`config.mk`:
```
export PLATFORM = sky130hd
export DESIGN_NAME = pipelined_addsub
export DESIGN_NICKNAME = d
export VERILOG_FILES = /design/src/rtl/pipelined_addsub.sv
export SDC_FILE = /design/constraint.sdc
export NUM_CORES = 1
export LEC_CHECK = 0
export CAP_MARGIN = 20
export CORE_MARGIN = 5
export CORE_UTILIZATION = 55
export CTS_BUF_LIST = sky130_fd_sc_hd__clkbuf_4
export DETAILED_ROUTE_END_ITERATION = 16
export GPL_ROUTABILITY_DRIVEN = 0
export PLACE_DENSITY = 0.8
export SETUP_SLACK_MARGIN = 0.15
export SLEW_MARGIN = 20
export SYNTH_ARGS = -nofsm -noshare
export SYNTH_HDL_FRONTEND = slang
export SYNTH_SLANG_ARGS = --single-unit
```
`constraint.sdc`:
```
create_clock -name clk -period 8.5 [get_ports clk]
set_clock_uncertainty 0.1 [all_clocks]
set_input_delay 1.7 -clock clk [delete_from_list [all_inputs] [get_ports clk]]
set_output_delay 1.7 -clock clk [all_outputs]
set_load 0.02 [all_outputs]
```
`src/rtl/pipelined_addsub.sv`:
```
// Pipelined two's-complement adder/subtractor: the carry chain is cut into STAGES chunks,
// one chunk resolved per stage, with a valid/ready handshake that stalls the whole pipe.
module pipelined_addsub #(
    parameter int WIDTH  = 32,
    parameter int STAGES = 4
) (
    input  logic             clk,
    input  logic             rst_n,
    input  logic             in_valid,
    output logic             in_ready,
    input  logic [WIDTH-1:0] A,
    input  logic [WIDTH-1:0] B,
    input  logic             Cin,
    input  logic             sub,
    output logic             out_valid,
    input  logic             out_ready,
    output logic [WIDTH-1:0] S,
    output logic             Cout,
    output logic             V,
    output logic             Z
);

    localparam int CHUNK = WIDTH / STAGES;

    generate
        if (WIDTH < 2 || STAGES < 1 || STAGES > WIDTH || (WIDTH % STAGES) != 0) begin : g_param_check
            $error("pipelined_addsub: WIDTH must be >= 2 and a multiple of STAGES (1..WIDTH)");
        end
    endgenerate

    logic              advance;
    logic [STAGES-1:0] vld_p;

    // Upper chunks of acc_p still hold operand A; lower chunks already hold finished sum bits.
    logic [WIDTH-1:0]  acc_p   [STAGES];
    logic [WIDTH-1:0]  b_p     [STAGES];
    logic              c_p     [STAGES];

    logic [WIDTH-1:0]  acc_in  [STAGES];
    logic [WIDTH-1:0]  b_in    [STAGES];
    logic              c_in    [STAGES];
    logic [WIDTH-1:0]  acc_nxt [STAGES];
    logic              c_nxt   [STAGES];
    logic [CHUNK:0]    chunk_sum;

    logic              cin_msb;
    logic              v_nxt;
    logic              z_nxt;

    logic [WIDTH-1:0]  s_q;
    logic              cout_q;
    logic              v_q;
    logic              z_q;

    assign advance   = !vld_p[STAGES-1] || out_ready;
    assign in_ready  = advance;
    assign out_valid = vld_p[STAGES-1];
    assign S         = s_q;
    assign Cout      = cout_q;
    assign V         = v_q;
    assign Z         = z_q;

    always_comb begin
        chunk_sum = '0;
        acc_in[0] = A;
        b_in[0]   = sub ? ~B : B;
        c_in[0]   = sub ? 1'b1 : Cin;
        for (int k = 1; k < STAGES; k++) begin
            acc_in[k] = acc_p[k-1];
            b_in[k]   = b_p[k-1];
            c_in[k]   = c_p[k-1];
        end
        for (int k = 0; k < STAGES; k++) begin
            chunk_sum = {1'b0, acc_in[k][k*CHUNK +: CHUNK]}
                      + {1'b0, b_in[k][k*CHUNK +: CHUNK]}
                      + (CHUNK+1)'(c_in[k]);
            acc_nxt[k] = acc_in[k];
            acc_nxt[k][k*CHUNK +: CHUNK] = chunk_sum[CHUNK-1:0];
            c_nxt[k] = chunk_sum[CHUNK];
        end
        // Carry into the MSB is recovered from the MSB sum bit and its two operand bits.
        cin_msb = acc_nxt[STAGES-1][WIDTH-1] ^ acc_in[STAGES-1][WIDTH-1] ^ b_in[STAGES-1][WIDTH-1];
        v_nxt   = cin_msb ^ c_nxt[STAGES-1];
        z_nxt   = (acc_nxt[STAGES-1] == '0);
    end

    // Control and output stage: cleared by reset, held while stalled.
    always_ff @(posedge clk or negedge rst_n) begin
        if (!rst_n) begin
            vld_p  <= '0;
            s_q    <= '0;
            cout_q <= 1'b0;
            v_q    <= 1'b0;
            z_q    <= 1'b0;
        end else if (advance) begin
            vld_p[0] <= in_valid;
            for (int k = 1; k < STAGES; k++) begin
                vld_p[k] <= vld_p[k-1];
            end
            s_q    <= acc_nxt[STAGES-1];
            cout_q <= c_nxt[STAGES-1];
            v_q    <= v_nxt;
            z_q    <= z_nxt;
        end
    end

    // Inner stage data: no reset needed, validity is tracked by vld_p.
    always_ff @(posedge clk) begin
        if (advance) begin
            for (int k = 0; k < STAGES; k++) begin
                acc_p[k] <= acc_nxt[k];
                b_p[k]   <= b_in[k];
                c_p[k]   <= c_nxt[k];
            end
        end
    end

endmodule

```
==> results of run 1 <==
==> power groups by stage <==
stage,sequential (W),clock [W],combinational [W]
after floorplan,0.00168,0,0.000577
after CTS,0.00158,0.000460,0.00103
after global routing,0.00161,0.000500,0.00113
final,0.00157,0.000444,0.00102
after global placement,0.00158,0,0.000998
after detailed placement,0.00160,0,0.00103
==> path summary, 6_finish.rpt <==
path	from	end	slack, ns	cells past startpoint
worst max register to register	vld_p[3]	acc_p[2][0]	5.64	4
worst max-delay path	out_ready	in_ready	2.83	5
max in group asynchronous	rst_n	S[11]	6.63	1
min in group asynchronous	rst_n	S[18]	1.14	1
worst min register to register	acc_p[0][7]	acc_p[1][7]	0.33	0
worst min-delay path	acc_p[0][7]	acc_p[1][7]	0.33	0
==> metal layers <==
metal	vias to the layer above	GRT usage
met5	-	0
met4	0	0.0631
met3	18	0.0398
met2	107	0.233
met1	1856	0.204
li1	1968	-
==> area by class of cell <==
type	count	area, µm²	area share
Inverter	16	65.1	0.00728
Sequential cell	186	5390	0.603
Antenna cell	1	2.50	0.000280
Clock buffer	18	135	0.0151
Clock inverter	14	131	0.0147
Multi-Input combinational cell	278	1920	0.215
Tap cell	176	220	0.0246
Timing Repair Buffer	108	1070	0.119
==> per-stage QoR <==
step / utilization / setup WS, ns
CTS: 0.674 / 2.81
global placement: 0.654 / 2.82
floorplan: - / 0.528
detailed placement: 0.654 / 2.81
finish: 0.675 / 2.83
global route: 0.675 / 2.72
==> placed cells by master (no fill, tap or decap), drive strengths merged, types with 16 or more instances in the layout <==
cell type      count
xnor2             16
dfrtp             39
a21oi             19
nand2            104
ha                28
clkdlybuf4s50    104
edfxtp           147
inv               16
clkbuf            18
xor2              41
==> worst register-to-register path, stage by stage (launching register included) <==
cell	delay, ns
dfrtp_1	0.39
nor2b_2	0.14
buf_4	0.24
inv_6	0.64
buf_4	0.94
==> cell families (layout without fill, tap and decap cells) <==
group,Yosys count,in the layout,share of synthesized area
and+or+nand+nor,137,137,0.0781
adders and majority gates,36,36,0.0688
other,0,1,0
AOI/OAI and AO/OA,47,47,0.0406
buffers and inverters,28,156,0.0147
DFF,186,186,0.726
xor gates and xnor gates,58,58,0.0713
==> registers in the layout, indices dropped and copies added (netlist names) <==
register and cells:
acc_p 96, b_p 48, S 32, vld_p 4
c_p 3, Cout 1, V 1, Z 1
==> out/summary.txt, run 1 <==
Clock sinks = 186
Worst-case hold slack = 0.331 ns
Top cells by area, synth = edfxtp_1, dfrtp_1, nand2_1
Via Count = 3949
CP endpoint kind = primary output
DP Cell Count = 764
Synthesis Warnings = 0
Post-route cell area = 8930 µm²
Starting DRT DRC Count = 298
Sequential power share = 0.517
Clk root buf = clkbuf_4
Leading area contributor after synthesis = edfxtp_1
Crit share post-route = 0.667
Pint = 0.00206 W
Seq/Total Area, Yosys = 0.726
Maximum vdd drop = 0.000127 V
Share of layout cells above drive strength 1 = 0.0645
Post-Synthesis Cell Area = 7420 µm²
Hold Crit Class = reg -> reg
CP startpoint kind = input pin
Starting Density = 0.560
Initial antenna violation count = 1
H-tree depth = 4
Largest net degree at the start of global routing = 104
CP delay by family, top = buffers and inverters
Clk_lat worst skew = 0.54 ns
Sw Ratio = 0.323
Pwr/cell area = 340 nW/µm²
P_leak = 3.59 nW
Post-synth top area share = 0.595
Final HPWL DP = 8260 µm
Final setup vio count = 0
Final Max Tran Viols = 0
Router iterations before antenna repair = 7
P_sw = 0.000979 W
Clk buf depth = 2
Die Area = 15900 µm²
Most frequent CP cell = clkdlybuf4s50_1
Syn Inst Count = 492
Clock Power Share = 0.146
Width of the chip = 126 µm
Cts hold-fix bufs = 0
Synth-to-Final Area Change = 20.4%
Path type of the worst setup path = in -> out
Boundary pin count = 107
Crit-path cells = clkdlybuf4s50_1, nor2b_2, buf_4, inv_6, clkdlybuf4s50_1
Filler instances = 959
Critical path buffers and inverters = 4
FMAX = 0.177 GHz
Global-route wire length before repair = 18900 µm
Met2 wire len = 5600 µm
M1 WL = 5060 µm
Clk slew on worst S/H paths = 0.12 ns
Max cap viols = 0
#FFs+latches synth = 186
CTS tree = built
Final min period = 5.67 ns
Synth unique cells = 31
Max Used Layer = met4
CP arrival = 3.87 ns
Gr ovfl total = 0
RSZ-0062 raised after global routing = false
Post CTS Setup Buffer Count = 0
Vias in the first global route = 3979
Vias per std cell = 4.95
I/O Buffers = 106
Slowest Stage Delay on Critical Path = 0.75 ns
Synth cell count leaders = edfxtp_1, nand2_1, xor2_1, dfrtp_1, ha_1
TNS Setup = 0 ns
Fin. Hold Viols = 0
Tot Pwr = 0.00304 W
WP data required = 6.70 ns
Logic pwr share = 0.337
FFs w/ async S/R, synth = 0.210
Slew @ Worst Pin = 0.969 ns
Outcome = completed
CP Max Fanout = 103
Post_cts resized = 0
Final ANT Viol Nets = 0
Core area = 13200 µm²
Predominant post-synthesis flop cell = edfxtp_1
Layout Cells excl Fill = 797
Count leader, synth = edfxtp_1
Rows = 42
Met3 WL post-DR = 621 µm
Syn_nets = 598
Fin nets = 713
Die height = 126 µm
WL final = 11500 µm
Post-Syn Area per Cell = 15.1 µm²
Relative slew slack = 0.354
CTS Buf Count = 17
Total Routing Usage GR = 0.150
DP Area = 8660 µm²
Number of synthesized flops with an enable pin = 147
Avg WL per Cell = 14.4 µm
DRC viols = 0
CP max-delay cell = clkdlybuf4s50_1
No activity file was read; power rests on OpenSTA's default activity.
==> run 2, diff against run 1 <==
- CORE_UTILIZATION: 55 -> 51
- PLACE_DENSITY: 0.8 -> 0.78
- clock period: 8.5 -> 4.6 ns (I/O delays scaled with it)
==> out/summary.txt, run 2 (synthesis results as in run 1) <==
Final setup vio count = 0
Max Used Layer = met4
Vias in the first global route = 4070
Filler instances = 1129
Logic pwr share = 0.333
CP delay by family, top = buffers and inverters
Final ANT Viol Nets = 0
CP startpoint kind = input pin
Initial antenna violation count = 1
Vias per std cell = 4.91
Critical path buffers and inverters = 3
Avg WL per Cell = 14.5 µm
H-tree depth = 4
TNS Setup = 0 ns
Clock Power Share = 0.155
Max cap viols = 0
P_leak = 3.63 nW
Synth-to-Final Area Change = 21.1%
FMAX = 0.291 GHz
Clk buf depth = 2
CP endpoint kind = primary output
Starting DRT DRC Count = 319
Rows = 44
WL final = 11700 µm
Total Routing Usage GR = 0.149
Post-route cell area = 8980 µm²
Final Max Tran Viols = 0
Most frequent cells in the layout = edfxtp_1, nand2_1, clkdlybuf4s50_1, xor2_1, dfrtp_1
M1 WL = 5080 µm
Largest net degree at the start of global routing = 73
Met2 wire len = 5770 µm
Pwr/cell area = 632 nW/µm²
CTS Buf Count = 17
Hold Crit Class = reg -> reg
Starting Density = 0.514
Outcome = completed
CP max-delay cell = clkdlybuf4s50_1
Fin. Hold Viols = 0
Share of layout cells above drive strength 1 = 0.0740
Post CTS Setup Buffer Count = 0
Clk_lat worst skew = 0.57 ns
Slowest Stage Delay on Critical Path = 0.68 ns
Clk root buf = clkbuf_4
DRC viols = 0
Gr ovfl total = 0
Via Count = 3960
Most frequent CP cell = clkdlybuf4s50_1
Maximum vdd drop = 0.000247 V
Width of the chip = 131 µm
Slew @ Worst Pin = 0.873 ns
Biggest register = acc_p
P_sw = 0.00186 W
Sw Ratio = 0.328
Cts hold-fix bufs = 0
Router iterations before antenna repair = 5
Post_cts resized = 0
Crit share post-route = 0.747
Global-route wire length before repair = 19500 µm
Sequential power share = 0.513
Clock sinks = 186
Crit-path cells = clkdlybuf4s50_1, nor2b_2, inv_6, clkdlybuf4s50_1
Final HPWL DP = 8620 µm
CP arrival = 2.42 ns
CTS tree = built
Die height = 131 µm
Clk slew on worst S/H paths = 0.14 ns
CP Max Fanout = 46
RSZ-0062 raised after global routing = false
Core area = 14400 µm²
Max reg flops = 96
WP data required = 3.58 ns
Die Area = 17100 µm²
Met3 WL post-DR = 642 µm
Fin nets = 715
Path type of the worst setup path = in -> out
Final min period = 3.44 ns
Commonest non-fill, non-tap cell in the layout = edfxtp_1
Relative slew slack = 0.418
Boundary pin count = 107
DP Area = 8690 µm²
I/O Buffers = 106
Pint = 0.00382 W
[run 2: power by group through the flow]
stage          clock, W  sequential [W]  combinational, W
2_1_floorplan         0         0.00307           0.00106
3_3_place_gp          0         0.00293           0.00184
3_5_place_dp          0         0.00297           0.00190
4_1_cts        0.000916         0.00292           0.00192
5_1_grt        0.000985         0.00298           0.00210
6_report       0.000878         0.00291           0.00189
[run 2: final cells by class]
type	count	area, µm²	share of cell area
inverters	16	65.1	0.00724
clock buffers	17	128	0.0142
flip-flops and latches	186	5390	0.600
diodes	1	2.50	0.000279
clock inverters	15	164	0.0182
well taps	184	230	0.0256
multi-input cells	278	1920	0.214
repair buffers	110	1080	0.120
[run 2: worst paths after layout]
| kind | to | startpoint | slack (ns) | cells past startpoint |
|---|---|---|---|---|
| max | in_ready | out_ready | 1.16 | 4 |
| min | acc_p[2][3] | acc_p[1][3] | 0.33 | 0 |
| max reg2reg | V | acc_p[2][24] | 1.97 | 9 |
| min reg2reg | acc_p[2][3] | acc_p[1][3] | 0.33 | 0 |
| max in group asynchronous | S[13] | rst_n | 3.51 | 1 |
| min in group asynchronous | S[9] | rst_n | 0.35 | 1 |
[run 2: through the flow]
step | hold slack [ns] | std cells | utilization | power, W | worst slack [ns]
2_1_floorplan | 0.300 | 492 | - | 0.00414 | 0.480
3_3_place_gp | 0.304 | 774 | 0.602 | 0.00477 | 0.869
3_5_place_dp | 0.305 | 774 | 0.602 | 0.00487 | 0.754
4_1_cts | 0.325 | 806 | 0.623 | 0.00576 | 1.15
5_1_grt | 0.339 | 807 | 0.623 | 0.00607 | 1.10
6_report | 0.327 | 807 | 0.623 | 0.00568 | 1.16
[run 2: layer usage]
layer	global-route usage	vias up
met1	0.199	1868
met4	0.0665	0
met3	0.0378	18
met2	0.234	108
met5	0	-
li1	-	1966
==> run 3, diff against run 2 <==
- clock period: 4.6 -> 2.9 ns (I/O delays scaled with it)
==> out/summary.txt, run 3 (synthesis results as in run 1) <==
Clk_lat worst skew = 0.56 ns
Clock Power Share = 0.168
Post CTS Setup Buffer Count = 0
CP endpoint kind = register
Top Usage Layer GRT = met2
Final min period = 2.63 ns
Logic pwr share = 0.331
Path type of the worst setup path = in -> reg
Slew @ Worst Pin = 0.916 ns
Final HPWL DP = 8340 µm
Multi-input logic area = 1940 µm²
P_sw = 0.00292 W
Final ANT Viol Nets = 0
Boundary pin count = 107
Fin nets = 721
Core area = 14400 µm²
Global-route wire length before repair = 19000 µm
Width of the chip = 131 µm
RSZ-0062 raised after global routing = false
Via Count = 3975
Slowest Stage Delay on Critical Path = 0.40 ns
CP max-delay cell = clkdlybuf4s50_1
Met1 GRT Util = 0.192
Setup slack, reg-to-reg = 0.35 ns
CP startpoint kind = input pin
Hold Startpoint = acc_p[1][7]
Critical R2R Launch = acc_p[2][24]
Commonest non-fill, non-tap cell in the layout = edfxtp_1
Fin. Hold Viols = 0
CP arrival = 2.84 ns
Sequential power share = 0.502
Clock sinks = 186
Initial antenna violation count = 0
Total Routing Usage GR = 0.146
CP delay by family, top = compound AO/OA/AOI/OAI gates
Final setup vio count = 0
Starting DRT DRC Count = 283
TNS Setup = 0 ns
Clk buf depth = 2
WHS Endpoint = acc_p[2][7]
Outcome = completed
Critical path buffers and inverters = 1
Vias per std cell = 4.89
H-tree depth = 4
Rows = 44
DP Cell Count = 779
Biggest register = acc_p
Avg WL per Cell = 14.2 µm
Router iterations before antenna repair = 4
Starting Density = 0.514
P_leak = 3.67 nW
CTS Buf Count = 17
Reg2Reg Depth = 9
WL final = 11600 µm
Synth-to-Final Area Change = 22.6%
Most frequent CP cell = fa_2
Filler instances = 1092
Clk root buf = clkbuf_4
CP Max Fanout = 2
Max cap viols = 0
FMAX = 0.380 GHz
Final Max Tran Viols = 0
Worst R2R End = V
Die Area = 17100 µm²
I/O Buffers = 106
Hold Crit Class = reg -> reg
Most frequent cells in the layout = edfxtp_1, nand2_1, clkdlybuf4s50_1, xor2_1, dfrtp_1
Max reg flops = 96
Cell count of the worst hold path = 0
DRC viols = 0
Register area = 5390 µm²
Pwr/cell area = 1010 nW/µm²
WP data required = 3.11 ns
Relative slew slack = 0.389
Share of layout cells above drive strength 1 = 0.0876
Vias in the first global route = 4040
Met2 Use GR = 0.231
Crit share post-route = 0.906
Pint = 0.00625 W
Worst-case hold slack = 0.323 ns
Layout Cells excl Fill = 813
GRT met3 Usage = 0.0439
Maximum vdd drop = 0.000577 V
Gr ovfl total = 0
Clk slew on worst S/H paths = 0.14 ns
Tot Pwr = 0.00918 W
Largest net degree at the start of global routing = 187
Sw Ratio = 0.319
CTS tree = built
Die height = 131 µm
Crit-path cells = clkdlybuf4s50_1, or2_2, fa_2, fa_2, a21o_1, a21oi_2, o21bai_1, a21oi_1, nor2b_1, o21ai_0, nand2b_1
[run 3: area by class of cell]
cell class                      count  area share
Sequential cell                   186       0.593
Multi-Input combinational cell    278       0.213
Timing Repair Buffer              116       0.125
Tap cell                          184      0.0253
Clock inverter                     14      0.0215
Clock buffer                       18      0.0149
Inverter                           16     0.00715
Antenna cell                        1    0.000275
[run 3: power groups by stage]
stage,sequential (W),clock (W),combinational [W]
2_1_floorplan,0.00485,0,0.00169
3_3_place_gp,0.00464,0,0.00296
3_5_place_dp,0.00468,0,0.00306
4_1_cts,0.00462,0.00159,0.00308
5_1_grt,0.00472,0.00170,0.00337
6_report,0.00461,0.00154,0.00303
[run 3: timing repair]
| item | CTS | global route |
|---|---|---|
| hold buffers | 1 | 0 |
| gates resized for setup | 0 | 2 |
| hold endpoints to repair | 29 | 0 |
| setup endpoints to repair | 0 | 1 |
[run 3: layer usage]
metal,up-vias,wire length (µm)
met1,1865,5080
met2,111,5620
li1,1981,-
met4,0,216
met5,-,0
met3,18,660
[run 3: worst register-to-register path, stage by stage (launching register included)]
cell and delay (ns):
edfxtp_1 0.43, fa_2 0.44, fa_2 0.38, a21oi_2 0.18, o211ai_2 0.12, o21ai_1 0.13, nand2b_1 0.08, a21oi_2 0.19
xnor3_1 0.32, a21oi_1 0.14
[run 3: stage by stage]
stage / util / setup WS [ns] / cell area, µm²
after floorplan: - / 0.0304 / 7430
after global placement: 0.607 / -0.221 / 8750
after detailed placement: 0.607 / -0.294 / 8750
after CTS: 0.630 / 0.220 / 9090
after global routing: 0.630 / 0.213 / 9090
final: 0.631 / 0.272 / 9100
[run 3: worst max-delay path by stage]
stage               slack (ns)     end          from  cells after the start
floorplan                 0.03  c_p[0]           sub                     11
global placement         -0.22  c_p[0]           Cin                     11
detailed placement       -0.29  c_p[0]           Cin                     11
CTS                       0.22       V  acc_p[2][24]                      9
global route              0.21  c_p[0]           Cin                     11
finish                    0.27  c_p[0]           Cin                     11
